**config.mk**
```make
export PLATFORM = sky130hd
export DESIGN_NAME = branch_target_predictor_flat
export DESIGN_NICKNAME = d
export VERILOG_FILES = /design/src/rtl/branch_target_predictor_if.sv /design/src/rtl/branch_target_predictor.sv /design/src/flat_wrapper.sv
export SDC_FILE = /design/constraint.sdc
export NUM_CORES = 2
export LEC_CHECK = 0
export ABC_AREA = 1
export CAP_MARGIN = 20
export CORE_UTILIZATION = 30
export DETAILED_ROUTE_END_ITERATION = 6
export PLACE_DENSITY = 0.49
export SYNTH_ARGS = -nofsm -noshare
export SYNTH_HDL_FRONTEND = slang
export SYNTH_SLANG_ARGS = --single-unit
```
**constraint.sdc**
```tcl
create_clock -name clk -period 2.46 [get_ports clk]
set_input_delay 0.492 -clock clk [delete_from_list [all_inputs] [get_ports clk]]
set_output_delay 0.492 -clock clk [all_outputs]
set_load 0.02 [all_outputs]
```
**src/rtl/branch_target_predictor_if.sv**
```systemverilog
// Fetch/execute side bundle of the branch target predictor:
// lookup request, registered prediction, resolved-branch update, flush.
interface branch_target_predictor_if #(
    parameter int PC_W = 64
);
    logic            lookup_en;
    logic [PC_W-1:0] lookup_pc;
    logic            pred_valid;
    logic            pred_hit;
    logic            pred_taken;
    logic [PC_W-1:0] pred_target;
    logic            update_en;
    logic [PC_W-1:0] update_pc;
    logic            update_taken;
    logic [PC_W-1:0] update_target;
    logic            flush;

    modport master (
        output lookup_en, lookup_pc,
        output update_en, update_pc, update_taken, update_target,
        output flush,
        input  pred_valid, pred_hit, pred_taken, pred_target
    );

    modport slave (
        input  lookup_en, lookup_pc,
        input  update_en, update_pc, update_taken, update_target,
        input  flush,
        output pred_valid, pred_hit, pred_taken, pred_target
    );
endinterface

```
**src/rtl/branch_target_predictor.sv**
```systemverilog
// Tagged BTB with 2-bit saturating direction counters, registered lookup.
// Define BTB_TAG_CHECK_EN for tag storage/compare; otherwise hit = valid.
module branch_target_predictor #(
    parameter int INDEX_BITS = 5,
    parameter int PC_W       = 64
) (
    input  logic clk,
    input  logic arst_n,
    branch_target_predictor_if.slave bus
);
    localparam int DEPTH = 1 << INDEX_BITS;
    localparam int TAG_W = PC_W - INDEX_BITS - 2;

    logic [DEPTH-1:0] r_valid;
    logic [1:0]       r_ctr    [DEPTH];
    logic [PC_W-1:0]  r_target [DEPTH];

    logic            r_pred_valid;
    logic            r_pred_hit;
    logic            r_pred_taken;
    logic [PC_W-1:0] r_pred_target;

    logic [INDEX_BITS-1:0] w_l_idx;
    logic [INDEX_BITS-1:0] w_u_idx;
    logic                  w_l_hit;
    logic                  w_u_hit;
    logic                  w_l_taken;
    logic [PC_W-1:0]       w_l_next;
    logic                  w_unused;

    assign w_l_idx = bus.lookup_pc[INDEX_BITS+1:2];
    assign w_u_idx = bus.update_pc[INDEX_BITS+1:2];

`ifdef BTB_TAG_CHECK_EN
    logic [TAG_W-1:0] r_tag [DEPTH];

    assign w_l_hit = r_valid[w_l_idx] &&
        (r_tag[w_l_idx] == bus.lookup_pc[PC_W-1:INDEX_BITS+2]);
    assign w_u_hit = r_valid[w_u_idx] &&
        (r_tag[w_u_idx] == bus.update_pc[PC_W-1:INDEX_BITS+2]);

    always_ff @(posedge clk) begin
        if (!bus.flush && bus.update_en && bus.update_taken) begin
            r_tag[w_u_idx] <= bus.update_pc[PC_W-1:INDEX_BITS+2];
        end
    end

    assign w_unused = ^bus.update_pc[1:0];
`else
    // Aliased PCs share an entry: only the valid bit decides a hit.
    assign w_l_hit = r_valid[w_l_idx];
    assign w_u_hit = r_valid[w_u_idx];

    assign w_unused = ^{bus.update_pc[PC_W-1:INDEX_BITS+2],
                        bus.update_pc[1:0]};
`endif

    assign w_l_taken = w_l_hit && r_ctr[w_l_idx][1];
    assign w_l_next  = w_l_taken ? r_target[w_l_idx]
                                 : bus.lookup_pc + PC_W'(4);

    // Flush beats a same-cycle update; lookups read pre-edge state.
    always_ff @(posedge clk or negedge arst_n) begin
        if (!arst_n) begin
            r_valid <= '0;
            for (int i = 0; i < DEPTH; i++) begin
                r_ctr[i] <= 2'b01;
            end
        end else if (bus.flush) begin
            r_valid <= '0;
        end else if (bus.update_en) begin
            if (w_u_hit) begin
                if (bus.update_taken && r_ctr[w_u_idx] != 2'b11) begin
                    r_ctr[w_u_idx] <= r_ctr[w_u_idx] + 2'b01;
                end else if (!bus.update_taken &&
                             r_ctr[w_u_idx] != 2'b00) begin
                    r_ctr[w_u_idx] <= r_ctr[w_u_idx] - 2'b01;
                end
            end else if (bus.update_taken) begin
                r_valid[w_u_idx] <= 1'b1;
                r_ctr[w_u_idx]   <= 2'b10;
            end
        end
    end

    always_ff @(posedge clk) begin
        if (!bus.flush && bus.update_en && bus.update_taken) begin
            r_target[w_u_idx] <= bus.update_target;
        end
    end

    always_ff @(posedge clk or negedge arst_n) begin
        if (!arst_n) begin
            r_pred_valid  <= 1'b0;
            r_pred_hit    <= 1'b0;
            r_pred_taken  <= 1'b0;
            r_pred_target <= '0;
        end else begin
            r_pred_valid <= bus.lookup_en;
            if (bus.lookup_en) begin
                r_pred_hit    <= w_l_hit;
                r_pred_taken  <= w_l_taken;
                r_pred_target <= w_l_next;
            end
        end
    end

    assign bus.pred_valid  = r_pred_valid;
    assign bus.pred_hit    = r_pred_hit;
    assign bus.pred_taken  = r_pred_taken;
    assign bus.pred_target = r_pred_target;
endmodule

```
**src/flat_wrapper.sv**
```systemverilog
// flat-port wrapper written by rule: the top's interface ports become plain ports
module branch_target_predictor_flat 
#(
    parameter int INDEX_BITS = 5,
    parameter int PC_W       = 64
)
  (clk, arst_n, bus_lookup_en, bus_lookup_pc, bus_update_en, bus_update_pc, bus_update_taken, bus_update_target, bus_flush, bus_pred_valid, bus_pred_hit, bus_pred_taken, bus_pred_target);
  branch_target_predictor_if #(.PC_W(PC_W)) bus_i ();
  input  logic clk;
  input  logic arst_n;
  input wire logic [$bits(bus_i.lookup_en)-1:0] bus_lookup_en;
  input wire logic [$bits(bus_i.lookup_pc)-1:0] bus_lookup_pc;
  input wire logic [$bits(bus_i.update_en)-1:0] bus_update_en;
  input wire logic [$bits(bus_i.update_pc)-1:0] bus_update_pc;
  input wire logic [$bits(bus_i.update_taken)-1:0] bus_update_taken;
  input wire logic [$bits(bus_i.update_target)-1:0] bus_update_target;
  input wire logic [$bits(bus_i.flush)-1:0] bus_flush;
  output wire logic [$bits(bus_i.pred_valid)-1:0] bus_pred_valid;
  output wire logic [$bits(bus_i.pred_hit)-1:0] bus_pred_hit;
  output wire logic [$bits(bus_i.pred_taken)-1:0] bus_pred_taken;
  output wire logic [$bits(bus_i.pred_target)-1:0] bus_pred_target;
  assign bus_i.lookup_en = bus_lookup_en;
  assign bus_i.lookup_pc = bus_lookup_pc;
  assign bus_i.update_en = bus_update_en;
  assign bus_i.update_pc = bus_update_pc;
  assign bus_i.update_taken = bus_update_taken;
  assign bus_i.update_target = bus_update_target;
  assign bus_i.flush = bus_flush;
  assign bus_pred_valid = bus_i.pred_valid;
  assign bus_pred_hit = bus_i.pred_hit;
  assign bus_pred_taken = bus_i.pred_taken;
  assign bus_pred_target = bus_i.pred_target;
  branch_target_predictor #(.INDEX_BITS(INDEX_BITS), .PC_W(PC_W)) u_core (.clk(clk), .arst_n(arst_n), .bus(bus_i));
endmodule
```
---- Word-level counts from Yosys, hierarchy flattened ----
Memories as Yosys holds them, arrays and structs flattened.
Cells that the tools add are included.
storage, ports and cells
  word-level logic and storage cells ...... 99
  register bits ........................... 163
  memory bits (writable) .................. 2,048
  input port bits ......................... 198
  latch bits .............................. 0
  memory bits (read-only) ................. 0
  output and inout port bits .............. 67
  memories ................................ 1
operators by class
  bitwise gates (word level) .............. 7
  multipliers ............................. 0
  add/sub/neg operators ................... 3
  shift-type cells ........................ 0
  reduce and logical (&&, ||, !) cells .... 15
  order comparisons ....................... 6
  mux-type cells .......................... 27
  eq/ne operators ......................... 3
  divide/modulo/power cells ............... 0
memories
  name             words  bits a word  read ports  clocked after memory_dff  wr ports  line                           source
  u_core.r_target  32     64           1           0                         1         branch_target_predictor.sv:16  logic [PC_W-1:0] r_target [DEPTH];
operator list
  cell                     number
  $mux W64                 5
  $bwmux W64               2
  $mux W32                 4
  $add A64 B3 Y64 const B  1
  $or A32 B32 Y32          2
  $and A32 B32 Y32         1
  $not A32 Y32             1
  $bmux W2 S5              2
  $ge A6 B6 Y1 const B     2
  $lt A5 B6 Y1 const B     2
  $not A5 Y6               2
  $bmux W1 S5              2
  $demux W2 S5             1
  $mux W2                  5
  $reduce_bool A2 Y1       4
  $logic_and A1 B1 Y1      7
  $lt A6 B1 Y1 const B     1
  $demux W1 S5             1
  $ge A5 B1 Y1 const B     1
  $mux W1                  5
  $ne A2 B2 Y1 const B     2
  $reduce_and A4 Y1        1
  $ne A3 B3 Y1 const B     1
  $reduce_and A3 Y1        1
  other kinds (4)          5

---- Longest topological paths before layout ----
  depth after elaboration ................. 9
  depth in mapped cells ................... 22
  gate-level depth less buffers ........... 19

---- Worst setup path after synthesis ----
No wires, ideal clock.
  path kind ............................... input to register
  start point ............................. in bus_flush
  end point ............................... mem u_core.r_target[22][0] (enable)
  path slack .............................. -3,854 ps
  stages on the path ...................... 5
  buffers on the path ..................... 2
  arrival ................................. 5,750 ps
  setup time .............................. 565 ps
  data required time ...................... 1,895 ps
  path through ............................ clkbuf_1 nor2_1 nand2_1 clkbuf_1 nor3_1
on the way
  longest elaborated chain between the ends .. 5
ends and longest elaborated chain
  element                            line                           source
  from (decl)                        flat_wrapper.sv:17             input wire logic [$bits(bus_i.flush)-1:0] bus_flush;
  $logic_not A1 Y1                   branch_target_predictor.sv:87  if (!bus.flush && bus.update_en && bus.update_taken) begin
  $logic_and A1 B1 Y1 (2 in series)  branch_target_predictor.sv:87
  $mux W1                            branch_target_predictor.sv:87
  $mux W1 (not written as such)      branch_target_predictor.sv:88  r_target[w_u_idx] <= bus.update_target;
  to (decl)                          branch_target_predictor.sv:16
No other way between the ends.

---- Worst setup path in the final report ----
  start point ............................. reg u_core.r_ctr[25] (netlist name)
  end point ............................... reg u_core.r_ctr[9] (netlist name)
on the way
  longest elaborated chain between the ends .. 8
  elaborated cells on any way between the ends .. 16
  classes of those cells .................. 2 x add/sub; 2 x eq/ne; 8 x mux; 4 x reduce/logical
ends and longest elaborated chain
  element                                          line                           source
  from (decl)                                      branch_target_predictor.sv:15  logic [1:0] r_ctr [DEPTH];
  from (signal, indexed assignment)                branch_target_predictor.sv:74  r_ctr[w_u_idx] <= r_ctr[w_u_idx] + 2'b01;
  from (signal, indexed assignment)                branch_target_predictor.sv:77  r_ctr[w_u_idx] <= r_ctr[w_u_idx] - 2'b01;
  $bmux W2 S5 (*)                                  -
  $mux W2 (not written as such) (*) (2 in series)  -
  $sub A2 B1 Y2                                    branch_target_predictor.sv:77
  $bwmux W64                                       branch_target_predictor.sv:77
  $mux W64                                         branch_target_predictor.sv:75  end else if (!bus.update_taken &&
  $mux W64                                         branch_target_predictor.sv:73  if (bus.update_taken && r_ctr[w_u_idx] != 2'b11) begin
  $mux W64                                         branch_target_predictor.sv:72  if (w_u_hit) begin
Mark *: on every way between the ends. The rest lies on a longest branch, timed or not. The select of a mux whose other input is x is not followed.
A chain may end at the register's enable or synchronous reset.

==> impl_metrics.env <==
export IMPL_outcome="complete, but fails checks"
export IMPL_violations="negative setup slack"
export IMPL_synth_area_leader_cell="edfxtp_1"
export IMPL_core_area_um2=306000
export IMPL_drtAntennaViolNets=0
export IMPL_clk_path_buf_depth=4
export IMPL_ir_drop_mv=0.635
export IMPL_final_layout_size_suffix_gt1_frac=0.169
export IMPL_fin_crit_ns=2.61
export IMPL_cts_buffers=239
export IMPL_fp_dieW_um=557
export IMPL_fmax_mhz=383
export IMPL_drc=0
export IMPL_hold_violations=0
export IMPL_clk_insertion_delay_late_ns=0.98
export IMPL_fillerInstances=29600
export IMPL_synth_avg_cell_area_um2=11.0
export IMPL_antenna_found_initial=7
export IMPL_hold_class="primary input to async pin"
export IMPL_drtIter0Drc=7219
export IMPL_power_density_nw_per_um2=723
export IMPL_ys_ff_latch=2211
export IMPL_drv_cap=0
export IMPL_syn_inst=8379
export IMPL_worstMarginPinSlew_ns=0.540
export IMPL_ys_types=28
export IMPL_layout_commonest_cell="edfxtp_1"
export IMPL_final_period_utilization=1.06
export IMPL_drt_pass1_iter_count=6
export IMPL_grt_max_degree=73
export IMPL_critPathArrivalTime_ns=3.52
export IMPL_dp_hpwl_mm=222
export IMPL_ys_warn_count=0
export IMPL_seqCellArea_um2=65600
export IMPL_portBuffers=205
export IMPL_clock_skew_ns=0.110
export IMPL_slew_headroom=0.640
export IMPL_htree_levels=4
export IMPL_start_kind="flop"
export IMPL_grt_overflow_total=0
export IMPL_critical_path_required_ns=3.37
export IMPL_grt_total_usage=0.217
export IMPL_vias_per_cell=4.98
export IMPL_r2r_cells=19
export IMPL_multi_input_comb_area_um2=24400
export IMPL_nets=9603
export IMPL_totalWireLength_mm=344
export IMPL_fin_util=0.385
export IMPL_ios=265
export IMPL_placementRows=203
export IMPL_synthesis_area_um2=92300
export IMPL_clkSlewWorstSetupHoldPaths_ns=0.07
export IMPL_critPathKind="flop to flop"
export IMPL_p_leak_nw=43.0
export IMPL_finalWorstSetupSlack_ns=-0.150
export IMPL_routedWlPerCell_um=25.1
export IMPL_rsz0062_at_grt="yes"
export IMPL_drv_slew=0
export IMPL_crit_fanout=8
export IMPL_numClockSinks=2211
export IMPL_synth_top_cells_by_area="edfxtp_1 67%, nor2_1 7.3%, nand2_1 6.5%"
export IMPL_most_common_layout_cells="2048 x edfxtp_1, 1770 x nor2_1, 1599 x nand2_1"
export IMPL_gp_congestion=0.900
export IMPL_synth_top_area_frac=0.666
export IMPL_grt_pass1_wl_mm=488
export IMPL_total_power_mw=85.2
export IMPL_area_delta_synth_final_pct=27.7
export IMPL_cts_tree="done"
export IMPL_start_util=0.302
export IMPL_grt_pass1_vias=66800
export IMPL_fp_dieArea_um2=310000
export IMPL_vias=68200
export IMPL_cts_root_buf="clkbuf_16"
export IMPL_report_final_setup_viol=59
export IMPL_die_h_um=557
export IMPL_syn_nets=8580
export IMPL_critPathCaptureType="flop"
export IMPL_ys_seq_area_frac=0.711
sequential cells by signal, summed over array words and instances, names as in the netlist:
register,count
u_core.r_ctr,64
u_core.bus.pred_target,64
u_core.bus.pred_hit,1
u_core.r_target,2048
u_core.bus.pred_taken,1
u_core.r_valid,32
u_core.bus.pred_valid,1
power by group:
| part | leakage, nW | switching [mW] | internal [mW] |
|---|---|---|---|
| clock network | 3.78 | 15.4 | 20.5 |
| logic | 18.8 | 4.92 | 2.65 |
| registers | 20.4 | 0.314 | 41.5 |
per-stage QoR:
step / hold slack [ns] / setup WS (ns) / setup TNS (ns) / area, um2 / std cells
global route: 0.0882 / -0.273 / -13.08 / 118000 / 13700
CTS: 0.0267 / -0.112 / -3.09 / 118000 / 13700
floorplan: 0.196 / -0.658 / -1136.16 / 92800 / 8379
finish: 0.0852 / -0.150 / -5.35 / 118000 / 13700
detailed placement: 0.458 / -1.09 / -706.72 / 109000 / 13200
global placement: 0.461 / -1.11 / -699.10 / 109000 / 13200
cells by family after synthesis:
group / after synthesis / synth area share
buf+inv: 744 / 0.0333
xor+xnor: 57 / 0.00541
flops: 2211 / 0.711
fa+ha+maj: 3 / 0.000407
compound gates: 1372 / 0.0791
simple gates: 3992 / 0.171
worst max-delay path: stages, from the launching register on:
cell	delay, ns
dfrtp_1	0.40
inv_2	0.13
o22ai_2	0.10
o21ai_1	0.14
nand4_1	0.14
nor3_2	0.23
inv_1	0.07
ha_2	0.19
nor2_2	0.12
inv_1	0.07
o21ai_2	0.07
inv_1	0.06
nand2_2	0.08
inv_2	0.05
nor2_4	0.14
buf_6	0.17
buf_12	0.13
buf_16	0.13
nand3_2	0.07
nand2_1	0.06
routing by layer:
layer,part of all wire,GRT usage
met1,0.42,0.287
met3,0.055,0.0244
met4,0.046,0.0914
met5,0.000038,0
met2,0.48,0.361
area by class of cell:
cell class	count	area share
Tap cell	4100	0.0435
Multi-Input combinational cell	5424	0.207
Clock buffer	307	0.0548
Sequential cell	2211	0.557
Antenna cell	5	0.000106
Timing Repair Buffer	1296	0.119
Clock inverter	134	0.0109
Inverter	230	0.00779
final timing paths:
kind	from	endpoint	slack [ns]
worst min register to register	u_core.r_ctr[38]	u_core.r_ctr[38]	0.47
worst max register to register	u_core.r_ctr[25]	u_core.r_ctr[9]	-0.15
worst min-delay path	arst_n	u_core.r_valid[7]	0.09
max in group asynchronous	arst_n	u_core.bus.pred_target[7]	1.47
worst max-delay path	u_core.r_ctr[25]	u_core.r_ctr[9]	-0.15
min in group clk	bus_lookup_pc[0]	u_core.bus.pred_target[0]	0.30
Yosys cell counts:
cell,number
a21oi_1,117
buf_1,66
buf_2,177
buf_4,15
clkbuf_1,255
clkbuf_2,1
clkinv_1,1
dfrtp_1,131
dfstp_2,32
edfxtp_1,2048
ha_1,3
inv_1,224
inv_2,5
nand2_1,1608
nand3_1,501
nand4_1,37
nor2_1,1785
nor2_2,1
nor2_4,1
nor3_1,57
nor3_4,1
o211ai_1,136
o21ai_0,1041
o21ai_1,1
o22ai_1,77
or2_2,1
xnor2_1,19
xor2_1,38
what timing repair did:
item / in CTS / in global routing
hold buffers: 2 / 0
cloned: 7 / 3
endpoints found under the hold margin: 102 / 0
pin swaps: 33 / 50
gates resized for setup: 126 / 69
setup buffers: 22 / 10
setup endpoints to repair: 120 / 70
No activity file was read; power rests on OpenSTA's default activity.
